`config.mk`:
```
export PLATFORM = sky130hd
export DESIGN_NAME = mimasuo_logic
export DESIGN_NICKNAME = d
export VERILOG_FILES = /design/src/rtl/mimasuo_logic.sv
export SDC_FILE = /design/constraint.sdc
export NUM_CORES = 1
export LEC_CHECK = 0
export ABC_AREA = 0
export CAP_MARGIN = 10
export CORE_MARGIN = 2
export CORE_UTILIZATION = 57
export CTS_CLUSTER_SIZE = 25
export DETAILED_ROUTE_END_ITERATION = 7
export GPL_TIMING_DRIVEN = 1
export PLACE_DENSITY = 0.72
export SKIP_CTS_REPAIR_TIMING = 1
export SYNTH_ARGS = -nofsm -noshare
export SYNTH_HDL_FRONTEND = slang
export SYNTH_SLANG_ARGS = --single-unit
export TNS_END_PERCENT = 10
```
`constraint.sdc`:
```
create_clock -name clk -period 5 [get_ports clk]
set_input_delay 1 -clock clk [delete_from_list [all_inputs] [get_ports clk]]
set_output_delay 1 -clock clk [all_outputs]
set_load 0.005 [all_outputs]
```
`src/rtl/mimasuo_logic.sv`:
```
// Two-button sequential combination lock: press-edge detection, digit matching,
// fail counting with timed lockout, registered UNLOCK output.
module mimasuo_logic #(
    parameter int unsigned           CODE_LEN       = 5,
    parameter logic [CODE_LEN-1:0]   CODE           = 5'b01001,
    parameter int unsigned           MAX_FAIL       = 3,
    parameter int unsigned           LOCKOUT_CYCLES = 16
) (
    input  logic clk,
    input  logic rst_n,
    input  logic button0,
    input  logic button1,
    output logic UNLOCK
);

    localparam int unsigned PW = $clog2(CODE_LEN + 1);
    localparam int unsigned IW = (CODE_LEN > 1) ? $clog2(CODE_LEN) : 1;
    localparam int unsigned FW = $clog2(MAX_FAIL + 1);
    localparam int unsigned TW = $clog2(LOCKOUT_CYCLES + 1);

    typedef enum logic [1:0] {
        IDLE     = 2'd0,
        ENTRY    = 2'd1,
        UNLOCKED = 2'd2,
        LOCKOUT  = 2'd3
    } state_t;

    state_t        state_q, state_d;
    logic [PW-1:0] prog_q, prog_d;
    logic [FW-1:0] fail_q, fail_d;
    logic [TW-1:0] timer_q, timer_d;
    logic          b0_q, b1_q;

    logic          p0, p1, press, valid, digit, exp_bit, first_bit;
    logic [IW-1:0] idx;

    assign p0        = button0 & ~b0_q;
    assign p1        = button1 & ~b1_q;
    assign press     = p0 | p1;
    assign valid     = p0 ^ p1;
    assign digit     = p1;
    assign first_bit = CODE[CODE_LEN-1];
    assign idx       = IW'(CODE_LEN - 1) - IW'(prog_q);
    assign exp_bit   = CODE[idx];

    // Edge registers load current levels even in reset so a held button never yields a press
    always_ff @(posedge clk) begin
        b0_q <= button0;
        b1_q <= button1;
        if (rst_n) begin
            state_q <= IDLE;
            prog_q  <= '0;
            fail_q  <= '0;
            timer_q <= '0;
            UNLOCK  <= 1'b0;
        end else begin
            state_q <= state_d;
            prog_q  <= prog_d;
            fail_q  <= fail_d;
            timer_q <= timer_d;
            UNLOCK  <= (state_d == UNLOCKED);
        end
    end

    always_comb begin
        state_d = state_q;
        prog_d  = prog_q;
        fail_d  = fail_q;
        timer_d = timer_q;
        case (state_q)
            IDLE: begin
                if (press && valid && (digit == first_bit)) begin
                    if (CODE_LEN == 1) begin
                        state_d = UNLOCKED;
                        fail_d  = '0;
                    end else begin
                        state_d = ENTRY;
                        prog_d  = PW'(1);
                    end
                end
            end
            ENTRY: begin
                if (press) begin
                    if (valid && (digit == exp_bit)) begin
                        if (prog_q == PW'(CODE_LEN - 1)) begin
                            state_d = UNLOCKED;
                            prog_d  = '0;
                            fail_d  = '0;
                        end else begin
                            prog_d = prog_q + PW'(1);
                        end
                    end else if (fail_q == FW'(MAX_FAIL - 1)) begin
                        state_d = LOCKOUT;
                        timer_d = TW'(LOCKOUT_CYCLES);
                        prog_d  = '0;
                        fail_d  = '0;
                    end else begin
                        fail_d = fail_q + FW'(1);
                        // A wrong digit may itself be the start of a new attempt
                        if (valid && (digit == first_bit)) begin
                            prog_d = PW'(1);
                        end else begin
                            prog_d  = '0;
                            state_d = IDLE;
                        end
                    end
                end
            end
            UNLOCKED: begin
                if (press) begin
                    state_d = IDLE;
                end
            end
            LOCKOUT: begin
                if (timer_q <= TW'(1)) begin
                    timer_d = '0;
                    state_d = IDLE;
                end else begin
                    timer_d = timer_q - TW'(1);
                end
            end
            default: state_d = IDLE;
        endcase
    end

endmodule

```
==> results of run 1 <==
-- synth_stat cells --
library cell / count / area share [%]
a211o_1: 2 / 1.9
a221oi_2: 1 / 1.6
nand4_1: 1 / 0.66
nand2b_4: 1 / 1.5
nor3b_1: 1 / 0.79
nor2b_1: 3 / 2.0
and3_1: 1 / 0.66
and2_4: 1 / 0.93
a211oi_1: 1 / 0.79
and2_1: 2 / 1.3
xor2_1: 1 / 0.93
or4b_2: 1 / 1.1
or4b_4: 1 / 1.5
nor4_1: 1 / 0.66
a31oi_1: 1 / 0.66
o2111ai_1: 1 / 0.93
buf_4: 1 / 0.79
or4b_1: 1 / 1.1
clkbuf_1: 1 / 0.40
a21o_1: 1 / 0.79
nand4b_1: 1 / 0.93
mux2i_1: 1 / 1.1
o21ba_2: 1 / 1.1
nand2_1: 6 / 2.4
o21ai_0: 3 / 1.6
dfxtp_1: 15 / 32
a41oi_1: 1 / 0.93
a21oi_1: 11 / 5.8
nor3_1: 4 / 2.1
o221ai_1: 1 / 0.93
o21bai_1: 1 / 0.79
a32oi_1: 1 / 0.93
or4_2: 1 / 0.93
nor2_1: 10 / 4.0
o41ai_2: 1 / 1.7
ha_1: 8 / 11
a41oi_2: 1 / 1.7
o21a_1: 1 / 0.79
o211ai_1: 1 / 0.79
nand3_1: 4 / 2.1
inv_1: 9 / 3.6
nand2b_1: 3 / 2.0
nand3b_1: 1 / 0.79
-- path summary, 6_finish.rpt --
kind                          startpoint                      end  slack [ns]  depth (start not counted)
setup / recovery                 button1  timer_q[4]$_SDFFE_PP0P_        2.18                          7
hold / removal    prog_q[1]$_SDFFE_PP0P_   prog_q[1]$_SDFFE_PP0P_        0.49                          2
setup reg to reg  prog_q[0]$_SDFFE_PP0P_  timer_q[4]$_SDFFE_PP0P_        2.79                          7
hold reg to reg   prog_q[1]$_SDFFE_PP0P_   prog_q[1]$_SDFFE_PP0P_        0.49                          2
-- worst max-delay path: cells and delay by family --
kind	cells	cell delay [ns]
buf+inv	1	0.52
simple gates	2	0.59
compound gates	3	0.54
fa+ha+maj	1	0.34
-- sequential cells by signal, summed over array words and instances, names as in the netlist --
signal and count:
fail_q 2, UNLOCK 1, prog_q 3, b1_q 1
timer_q 5, state_q 2, b0_q 1
-- metal layers --
metal	wire length (um)	part of all wire, %	GRT usage [%]
met2	840	46	35.36
met1	913	50	27.32
met5	0	0	0
met4	11	0.60	9.091
met3	56	3.1	3.600
-- report_power, final --
part | leakage, nW | total [mW] | switching, mW | internal [mW]
sequential | 0.122 | 0.125 | 0.00277 | 0.122
clock | 0.0177 | 0.0716 | 0.0419 | 0.0297
combinational | 0.264 | 0.0356 | 0.0202 | 0.0155
-- final cells by class --
class                   count  area (um2)  area share (%)
clock buffers               3       22.52           2.203
clock inverters             1       5.005          0.4896
multi-input cells          84       600.6           58.75
well taps                  16       20.02           1.958
repair buffers              4       40.04           3.917
inverters                   9       33.78           3.305
flip-flops and latches     15       300.3           29.38
-- per-stage QoR --
stage                     instances  utilization [%]  power [mW]
after CTS                       132            67.08      0.2338
after floorplan                 110                -      0.1546
after global routing            132            67.08      0.2433
after global placement          128            65.27      0.1623
after detailed placement        128            65.27      0.1626
final                           132            67.08      0.2322
-- cell families (layout without fill, tap and decap cells) --
logic type,Yosys count,count (layout),synth area share [%]
multiplexers,1,1,1.058
AND/OR/NAND/NOR,44,44,27.25
AO/OA/AOI/OAI,30,30,23.68
adder cells (fa/ha/maj),8,8,10.58
XOR/XNOR,1,1,0.9261
buffers and inverters,11,17,4.762
flip-flops,15,15,31.75
==> flow_metrics.tcl, run 1 <==
set metrics [dict create \
    vias 804 \
    critical_path_class "input port to register" \
    leakage_nw 0.4032 \
    clk_pin_slew_ns 0.10 \
    fmax_ghz 0.3546 \
    ys_ff_latch 15 \
    first_pass_iters 4 \
    worstSetupEndpointType "register" \
    max_stage_delay_ns 0.52 \
    maxCapViolCount 0 \
    startpoint_type "input port" \
    syn_area_um2 945.9 \
    synth-warning-count 0 \
    syn2layout_area_growth_pct 8.069 \
    ir_drop_uv 175.8 \
    io_pins 5 \
    outcome "complete, no violations" \
    htreeDepth 1 \
    syn_inst 110 \
    synth.avg_cell_area_um2 8.599 \
    min_period_over_period_pct 56.39 \
    final_area_um2 1022 \
    routabilityCongestion 0.8620 \
    slew_headroom_pct 63.10 \
    slew_viol_final 0 \
    dp_hpwl_um 1375 \
    num_antenna_cells 0 \
    clockRootBuffer "clkbuf_4" \
    die_h_um 44.74 \
    insertion_delay_ns 0.28 \
    worst_slew_pin_slew_ns 0.5475 \
    drive_gt1_share_pct 11.21 \
    setup-tns-final_ns 0 \
    cts_tree "done" \
    crit_arrival_ns 2.98 \
    p_per_area_nw_per_um2 227.1 \
    hold_path_class "register to register" \
    postRouteAntennaNets 0 \
    critPathRequiredTime_ns 5.16 \
    grt_max_degree 13 \
    timing_hold_violations_final 0 \
    die-area_um2 2001 \
    finalClockSkew_ns 0.003535 \
    pre_cts_slack_ns 1.893 \
    slowest_stage "clkdlybuf4s50_1" \
    grt_pass1_wl_um 3160 \
    die_w_um 44.74 \
    syn_nets 122 \
    final_common_cell "dfxtp_1" \
    grtUsageTotal_pct 21.36 \
    holdWs_ns 0.4870 \
    start_util_pct 62.07 \
    wl_per_cell_um 13.80 \
    rows 14 \
    drc 0 \
    setup_viol 0 \
    drt_iter0_drc 16 \
    core_um2 1524 \
    final_nets 129 \
    placed_cell_area_um2 994.7 \
    min_period_ns 2.820 \
    clockBufferDepth 2 \
    layout_common_cells "dfxtp_1, a21oi_1, nor2_1" \
    numClockSinks 15 \
    fin_ws_ns 2.180 \
    synth_seq_area_share_pct 31.75 \
    grt.overflow.total 0 \
    antenna_found_initial 0 \
    finalWirelength_um 1821 \
    first_global_vias 779 \
    cp_cell_sequence "clkdlybuf4s50_1 -> nand2b_4 -> ha_1 -> or4b_4 -> a41oi_2 -> o21bai_1 -> a21oi_1" \
    synth_cell_type_count 43 \
    vias_per_cell 6.091 \
    rsz0062_at_grt "false" \
    cts-buffers-inserted 3 \
    port_buffers 4 \
    n_fill_cell 135 \
    cp_max_fo 7 \
]
(Power assumes the default switching activity.)
==> run 2, diff against run 1 <==
==> constraint.sdc (replaced) <==
create_clock -name clk -period 2.74 [get_ports clk]
set_input_delay 0.548 -clock clk [delete_from_list [all_inputs] [get_ports clk]]
set_output_delay 0.548 -clock clk [all_outputs]
set_load 0.005 [all_outputs]
==> results of run 2 <==
Same layout as run 1 (identical final DEF). Status: complete, no violations.
Main changes from that run: setup slack after placement 1.893 ns -> 0.08530 ns; setup slack after layout 2.180 ns -> 0.3723 ns; register-to-register setup slack 2.79 ns -> 0.53 ns; total power 0.2322 mW -> 0.4237 mW; worst IR drop on VDD 175.8 uV -> 320.7 uV
